===== config.mk =====
export PLATFORM = sky130hd
export DESIGN_NAME = base_linear_classifier
export DESIGN_NICKNAME = d
export VERILOG_FILES = /design/src/rtl/base_linear_classifier.sv
export SDC_FILE = /design/constraint.sdc
export NUM_CORES = 1
export LEC_CHECK = 0
export CAP_MARGIN = 15
export CORE_AREA = 3 3 128 130
export CTS_CLUSTER_DIAMETER = 150
export DETAILED_ROUTE_END_ITERATION = 10
export DIE_AREA = 0 0 131 133
export PLACE_DENSITY_LB_ADDON = 0.3
export REMOVE_ABC_BUFFERS = 1
export SETUP_SLACK_MARGIN = 0.5
export SLEW_MARGIN = 10
export SYNTH_ARGS = -nofsm -noshare
export SYNTH_HDL_FRONTEND = slang
export SYNTH_SLANG_ARGS = --single-unit
export TNS_END_PERCENT = 20

===== constraint.sdc =====
create_clock -name clk -period 5.4 [get_ports clk]
set_clock_uncertainty 0.2 [all_clocks]
set_input_delay 0.81 -clock clk [delete_from_list [all_inputs] [get_ports clk]]
set_output_delay 0.81 -clock clk [all_outputs]
set_load 0.1 [all_outputs]

===== src/rtl/base_linear_classifier.sv =====
// -----------------------------------------------------------------------------
// base_linear_classifier
//
// Upstream base learner for the stacking ensemble. It streams one feature
// vector of N_FEAT signed samples, accumulates the dot product against a
// loadable weight RAM, adds a bias and compares the result against a
// threshold. The +1/-1 decision is presented with a level 'ready' that stays
// up until the consumer acknowledges it.
//
// Ports:
//   clk        - single clock, rising edge
//   rst        - asynchronous, active-low reset
//   wt_we      - weight write strobe (honoured in any state)
//   wt_addr    - weight index; indices >= N_FEAT are ignored
//   wt_data    - signed weight value
//   bias       - signed bias, static while a vector is in flight
//   thred      - signed decision threshold, static while a vector is in flight
//   feat_valid - feature sample valid
//   feat_data  - signed feature sample
//   feat_ready - block accepts a sample this cycle (registered)
//   ready      - prediction valid, held until pred_ack
//   predict    - 2'b01 = +1, 2'b11 = -1, 2'b00 after reset
//   pred_ack   - consumer has taken the prediction
// -----------------------------------------------------------------------------
module base_linear_classifier #(
    parameter int N_FEAT = 4,
    parameter int FEAT_W = 8,
    parameter int WT_W   = 10,
    localparam int AW    = (N_FEAT > 1) ? $clog2(N_FEAT) : 1
) (
    input  logic                     clk,
    input  logic                     rst,
    input  logic                     wt_we,
    input  logic [AW-1:0]            wt_addr,
    input  logic signed [WT_W-1:0]   wt_data,
    input  logic signed [WT_W-1:0]   bias,
    input  logic signed [WT_W-1:0]   thred,
    input  logic                     feat_valid,
    input  logic signed [FEAT_W-1:0] feat_data,
    output logic                     feat_ready,
    output logic                     ready,
    output logic [1:0]               predict,
    input  logic                     pred_ack
);

    localparam int PROD_W = FEAT_W + WT_W;
    localparam int ACC_W  = PROD_W + AW + 1;
    localparam logic [AW-1:0] CNT_LAST = AW'(N_FEAT - 1);

    localparam logic [1:0] PRED_POS = 2'b01;
    localparam logic [1:0] PRED_NEG = 2'b11;

    typedef enum logic [1:0] {
        ACCUM,
        CMP,
        HOLD
    } state_e;

    state_e                   state_q, state_d;
    logic signed [ACC_W-1:0]  acc_q, acc_d;
    logic [AW-1:0]            cnt_q, cnt_d;
    logic                     ready_q, ready_d;
    logic [1:0]               predict_q, predict_d;
    logic                     featReady_q, featReady_d;

    logic signed [WT_W-1:0]   weight_q [N_FEAT];

    logic                     addrOk;
    logic signed [WT_W-1:0]   wtRd;
    logic signed [PROD_W-1:0] prod;
    logic signed [ACC_W-1:0]  sum;
    logic signed [ACC_W-1:0]  thredExt;

    // An out-of-range write index only exists when N_FEAT is not a power of two.
    if ((1 << AW) == N_FEAT) begin : gAddrFull
        assign addrOk = 1'b1;
    end else begin : gAddrPart
        assign addrOk = (wt_addr < AW'(N_FEAT));
    end

    // Weight RAM as a register file. The datapath reads the registered value,
    // so a same-cycle write to the index being used still contributes the old
    // weight and the new one becomes visible on the following cycle.
    always_ff @(posedge clk or negedge rst) begin
        if (!rst) begin
            for (int i = 0; i < N_FEAT; i++) begin
                weight_q[i] <= '0;
            end
        end else if (wt_we && addrOk) begin
            weight_q[wt_addr] <= wt_data;
        end
    end

    // Datapath: full-precision product, and the biased sum versus threshold
    // with both operands sign-extended to the accumulator width.
    assign wtRd     = weight_q[cnt_q];
    assign prod     = PROD_W'(feat_data) * PROD_W'(wtRd);
    assign sum      = acc_q + ACC_W'(bias);
    assign thredExt = ACC_W'(thred);

    // State and datapath registers. Reset discards any partial vector and drops
    // ready at once; feat_ready comes out of reset high so a vector can start.
    always_ff @(posedge clk or negedge rst) begin
        if (!rst) begin
            state_q     <= ACCUM;
            acc_q       <= '0;
            cnt_q       <= '0;
            ready_q     <= 1'b0;
            predict_q   <= 2'b00;
            featReady_q <= 1'b1;
        end else begin
            state_q     <= state_d;
            acc_q       <= acc_d;
            cnt_q       <= cnt_d;
            ready_q     <= ready_d;
            predict_q   <= predict_d;
            featReady_q <= featReady_d;
        end
    end

    // Next-state logic. ACCUM takes samples (bubbles simply hold everything),
    // CMP makes the decision in one cycle (ties go to -1), HOLD waits for the
    // acknowledge and then clears the accumulator for the next vector while
    // leaving the last decision on predict.
    always_comb begin
        state_d     = state_q;
        acc_d       = acc_q;
        cnt_d       = cnt_q;
        ready_d     = ready_q;
        predict_d   = predict_q;
        featReady_d = featReady_q;

        unique case (state_q)
            ACCUM: begin
                if (feat_valid && featReady_q) begin
                    acc_d = acc_q + ACC_W'(prod);
                    if (cnt_q == CNT_LAST) begin
                        cnt_d       = '0;
                        state_d     = CMP;
                        featReady_d = 1'b0;
                    end else begin
                        cnt_d = cnt_q + 1'b1;
                    end
                end
            end
            CMP: begin
                predict_d = (sum > thredExt) ? PRED_POS : PRED_NEG;
                ready_d   = 1'b1;
                state_d   = HOLD;
            end
            HOLD: begin
                if (pred_ack) begin
                    ready_d     = 1'b0;
                    acc_d       = '0;
                    featReady_d = 1'b1;
                    state_d     = ACCUM;
                end
            end
            default: begin
                state_d = ACCUM;
            end
        endcase
    end

    assign feat_ready = featReady_q;
    assign ready      = ready_q;
    assign predict    = predict_q;

endmodule


After elaboration in Yosys (flattened, before gate mapping)
Cells that the tools add are included.
{"block": "totals", "regBits": 69, "out_inout_bits": 4, "elab_cells": 57}
{"block": "classes", "n_addsub": 3, "mul": 1, "n_lt_le_gt_ge": 4, "n_eq_ne": 6, "mux": 21, "n_bitwise": 2, "n_reduce_logical": 10}
{"op": "21-bit two-way mux", "count": 2}
{"op": "21-bit case mux with 2 select lines", "count": 1}
{"op": "40-bit bitwise mux", "count": 1}
{"op": "10-bit two-way mux", "count": 3}
{"op": "21-bit by 10-bit adder with 21-bit output", "count": 1}
{"op": "21-bit by 18-bit adder with 21-bit output", "count": 1}
{"op": "21-bit by 10-bit > comparator with 1-bit output", "count": 1}
{"op": "10-bit binary-select mux with 2-bit select", "count": 1}
{"op": "10-bit demux with 2-bit select", "count": 1}
{"op": "8-bit by 10-bit multiplier with 18-bit output", "count": 1}
{"op": "2-bit two-way mux", "count": 5}
{"op": "3-bit greater-or-equal comparator, second input constant", "count": 2}
{"op": "2-bit inequality test, second input constant", "count": 3}
{"op": "2-bit inverter with 3-bit output", "count": 2}
{"op": "2-bit case mux with 3 select lines", "count": 1}
{"op": "3-bit AND reduction", "count": 2}
{"op": "2-bit equality test, second input constant", "count": 2}
{"op": "1-bit two-way mux", "count": 4}
{"op": "1-bit case mux with 2 select lines", "count": 2}
{"op": "2-bit AND reduction", "count": 2}
{"op": "4-bit AND reduction", "count": 1}
{"op": "2-bit nonzero test", "count": 2}
{"op": "3-bit by 1-bit < comparator with 1-bit output, second input constant", "count": 1}
{"op": "2-bit by 1-bit adder with 2-bit output, second input constant", "count": 1}
{"op": "3 further kinds", "count": 4}

Longest topological paths before layout
Gate-level depths: netlist of run 1.
{"block": "logic_depth", "ltp_word": 8, "mapped_depth": 20}

Worst setup path before layout of run 1
Ideal clock, no wire load.
{"block": "synth_path", "kind": "input to register", "from": "input port feat_data[0]", "to": "register acc_q[20]", "setup_time_ns": 0.069, "arrival_time_ns": 5.588, "required_time_ns": 5.131, "slack_ns": -0.457, "stages": 16, "n_path_buf": 1, "cell_sequence": "clkbuf_1 -> and2_1 -> inv_1 -> fa_1 -> inv_1 -> fa_1 -> fa_1 -> fa_1 -> ha_1 -> ha_1 -> o21ai_0 -> nor2_2 -> a2111oi_4 -> or4_4 -> a311o_1 -> nand3_1"}
{"block": "synth_between", "elab_chain_cells": 4}
{"item": "start: declaration", "line_no": "39", "text": "input logic signed [FEAT_W-1:0] feat_data,"}
{"item": "8-bit by 10-bit multiplier with 18-bit output", "line_no": "97", "text": "assign prod = PROD_W'(feat_data) * PROD_W'(wtRd);"}
{"item": "21-bit by 18-bit adder with 21-bit output", "line_no": "136", "text": "acc_d = acc_q + ACC_W'(prod);"}
{"item": "21-bit two-way mux", "line_no": "135", "text": "if (feat_valid && featReady_q) begin"}
{"item": "21-bit case mux with 2 select lines", "line_no": "133", "text": "unique case (state_q)"}
{"item": "end signal: assignment", "line_no": "106", "text": "acc_q <= '0;"}
{"item": "end signal: assignment", "line_no": "113", "text": "acc_q <= acc_d;"}
{"item": "end: declaration", "line_no": "60", "text": "logic signed [ACC_W-1:0] acc_q, acc_d;"}
Every way passes these cells. The select of a mux whose other input is x is not followed.
A chain may end at the register's enable or synchronous reset.

Worst setup path in the final report of run 1
{"block": "layout_path", "from": "register cnt_q[0]", "to": "register acc_q[20]"}
{"block": "layout_between", "elab_chain_cells": 8}
{"item": "start: declaration", "line_no": "61", "text": "logic [AW-1:0] cnt_q, cnt_d;"}
{"item": "start signal: assignment", "line_no": "114", "text": "cnt_q <= cnt_d;"}
{"item": "2-bit inverter with 3-bit output (implied by the code)", "line_no": "96", "text": "assign wtRd = weight_q[cnt_q];"}
{"item": "10-bit binary-select mux with 2-bit select", "line_no": "96"}
{"item": "10-bit two-way mux (implied by the code) (2 in a row)", "line_no": "96"}
{"item": "8-bit by 10-bit multiplier with 18-bit output", "line_no": "97"}
{"item": "21-bit by 18-bit adder with 21-bit output", "line_no": "136"}
{"item": "21-bit two-way mux", "line_no": "135"}
{"item": "21-bit case mux with 2 select lines", "line_no": "133"}
Every way passes these cells. The select of a mux whose other input is x is not followed.

==> results by group, run 1 <==
Placed design
  – Gp weighted congestion: 0.854
  – DP HPWL: 14400 microns
  – Port Buf Inserts: 48

Critical path
  – Worst R2R Setup Slack: -320 ps
  – R2r endpoint: acc_q[20]$_DFFE_PN0P_
  – Slowest stage delay, CP: 590 ps
  – Crit path DAT: 5810 ps
  – CP dominant cell by count: fa_1
  – Worst reg-to-reg path cell count: 17
  – Stages on the worst setup path: 17
  – Worst Path Required: 5480 ps
  – Setup CP Type: flip-flop to flip-flop
  – Slowest stage cell, crit path: mux4_2
  – Worst Setup SP: cnt_q[0]$_DFFE_PN0P_
  – RR Startpoint: cnt_q[0]$_DFFE_PN0P_
  – Critical path buffer and inverter count: 3
  – Crit path max-delay family: adder cells
  – Critical-path cell list: buf_6, mux4_2, buf_4, and2_1, fa_1, fa_1, fa_1, fa_1, ha_1, ha_4, o21ai_2, nor2_2, a2111oi_4, buf_4, or4_4, a311o_1, nand3_1
  – Startpoint types: flip-flop
  – Critical Path Sink: acc_q[20]$_DFFE_PN0P_
  – Crit-path max FO: 7
  – Critical path endpoint category: flip-flop

Timing
  – Unrepaired setup endpoints after global routing: yes
  – Slew @ Worst Pin: 975 ps
  – Final hold violation count: 0
  – Period utilization: 1.06
  – Final min period: 5720 ps
  – Final worst slack: -324 ps
  – Final setup viols: 9
  – Fmax: 175 MHz
  – Rel. slew slack: 0.348
  – Slew Limit Fails: 0

Logic synthesis
  – Cells after Synth: 807
  – Synth unique cells: 60
  – Share of the synthesized area in the top cell type: 0.238
  – Area leader, netlist: fa_1
  – Number of flops mapped to enable cells by yosys: 0
  – Top cells by area, synth: fa_1 24%, dfrtp_1 20%, ha_1 14%
  – Synth warn: 0
  – Sequential share of the synthesized area: 0.208
  – Most used flip-flop cell after synthesis: dfrtp_1
  – Async set-reset flop share out of synthesis: 1.00
  – Yosys reg bits: 69
  – Avg Inst Size Synth: 10.3 sq um
  – Synthesized area: 8320 sq um

Finish
  – Final Net Count: 1166
  – Fraction of layout cells with a size suffix above 1: 0.219
  – Area grow syn2layout: 21.7%
  – Most frequent cells in the layout: 117 x inv_1, 96 x fa_1, 83 x ha_1
  – Ant. Diodes: 0
  – Final core utilization: 0.664
  – Commonest non-fill, non-tap cell in the layout: inv_1
  – Filler instances: 1170

Route
  – DRC: 0
  – DR pass1 iterations: 5
  – Final ANT Viol Nets: 0
  – Via count: 6340
  – Routed vias/inst: 5.52
  – Wire length per cell: 15.8 microns
  – DRT Wirelength: 18100 microns
  – 1st-iter DRT viols: 418

Global route
  – Initial antenna violation count: 0
  – First-pass GRT wire length: 30600 microns
  – Number of global-route vias before repair: 6437
  – Largest net degree at the start of global routing: 50
  – GRT Overall Usage: 0.216
  – Grt total ovfl: 0

Floorplan
  – Starting Density: 0.546
  – Die area: 17400 sq um
  – Die X: 131 microns
  – FP Rows: 45
  – Core area: 15300 sq um
  – # IOs: 49
  – Chip height: 133 microns

Clocking
  – TritonCTS Buffers: 9
  – H-tree depth: 3
  – Skew-Pair Late Insertion Delay: 340 ps
  – Clk buf depth: 2
  – Root Buffer: clkbuf_16
  – Clk slew on worst S/H paths: 70 ps
  – CTS hold repair buffers: 0
  – Clk sinks: 69
  – TritonCTS clock tree: yes

Flow run
  – Max-capacitance violation count: 0

Worst hold path
  – Worst hold-check path type: input pin to async pin

Outcome
  – Violated checks: negative setup slack
  – Status: finished with violations
what timing repair did:
action,in CTS,in global routing
resized for setup,28,26
setup endpoints to repair,15,17
pin swaps,7,12
buffers inserted,0,1
endpoints found under the hold margin,0,0
routing by layer:
metal / global-route usage / wire [microns] / vias up
met1: 0.305 / 8070 / 3194
met3: 0.0275 / 526 / 23
met4: 0.0537 / 300 / 0
li1: - / - / 3018
met2: 0.354 / 9200 / 105
met5: 0 / 0 / -
cells by family after synthesis:
kind of cell               Yosys count  share of synthesized area
AOI/OAI and AO/OA                  132                      0.111
muxes                               58                     0.0914
and+or+nand+nor                    197                      0.126
buffers and inverters              135                     0.0610
xor gates and xnor gates            27                     0.0301
adders and majority gates          189                      0.373
DFF                                 69                      0.208
through the flow:
step / hold WS (ps) / cell area [sq um] / instances / setup TNS [ps] / setup WS [ps]
3_5_place_dp: 256 / 9630 / 1131 / -6630 / -712
6_report: 215 / 10100 / 1148 / -1800 / -324
3_3_place_gp: 249 / 9630 / 1131 / -5780 / -623
2_1_floorplan: 267 / 8270 / 794 / -2720 / -482
4_1_cts: 227 / 10000 / 1147 / -1980 / -343
5_1_grt: 254 / 10100 / 1148 / -3510 / -481
synthesized netlist by cell type (3+ instances only):
| cell type | count |
|---|---|
| a211oi_1 | 7 |
| nand2_1 | 49 |
| or2_2 | 3 |
| nor2_1 | 27 |
| a221oi_1 | 3 |
| a22o_1 | 15 |
| nand2b_1 | 6 |
| a31o_2 | 3 |
| dfrtp_1 | 68 |
| inv_1 | 121 |
| xor2_1 | 8 |
| mux2_2 | 44 |
| and2_1 | 46 |
| mux2i_1 | 4 |
| a21oi_1 | 34 |
| and3_1 | 5 |
| nand3_1 | 8 |
| mux4_2 | 10 |
| nand3b_1 | 3 |
| nor3_1 | 15 |
| a31oi_1 | 4 |
| o21a_1 | 7 |
| o21bai_1 | 5 |
| fa_1 | 99 |
| or3_1 | 3 |
| a21o_1 | 11 |
| nor2b_1 | 5 |
| o21ai_0 | 24 |
| nand4_1 | 11 |
| xnor2_1 | 18 |
| nor4_1 | 5 |
| clkbuf_1 | 10 |
| ha_1 | 90 |
state kept, by name, summed over array words and instances (netlist names):
register,cells
acc_q,21
cnt_q,2
weight_q,40
feat_ready,1
state_q,2
ready,1
predict,2
worst min-delay path by stage:
stage,start,end,slack (ps),depth (start not counted)
floorplan,state_q[1]$_DFFE_PN0P_,ready$_DFFE_PN0P_,270,1
global placement,predict[0]$_DFFE_PN0P_,predict[0]$_DFFE_PN0P_,250,1
detailed placement,predict[0]$_DFFE_PN0P_,predict[0]$_DFFE_PN0P_,260,1
CTS,rst,weight_q[12]$_DFFE_PN0P_,230,1
global route,rst,weight_q[32]$_DFFE_PN0P_,250,1
finish,rst,weight_q[32]$_DFFE_PN0P_,210,1
layout make-up:
cell class                      instances  area [sq um]  area share
Sequential cell                        69          1730       0.171
Clock buffer                            9           225      0.0222
Timing Repair Buffer                  127          1110       0.110
Tap cell                              211           264      0.0261
Multi-Input combinational cell        603          6290       0.621
Inverter                              122           458      0.0452
Clock inverter                          7          50.0     0.00494
Power of run 1 is left out: the tool's default activity adds up to more than one toggle a clock period on the data nets, which glitch-free logic cannot reach.
==> run 2: changes to the inputs <==
Settings changed: SLEW_MARGIN 10 to unset.
==> results of run 2 <==
Same layout as run 1: the final DEF is identical, and so are final timing and power.
Power of run 2 is left out for the same reason.
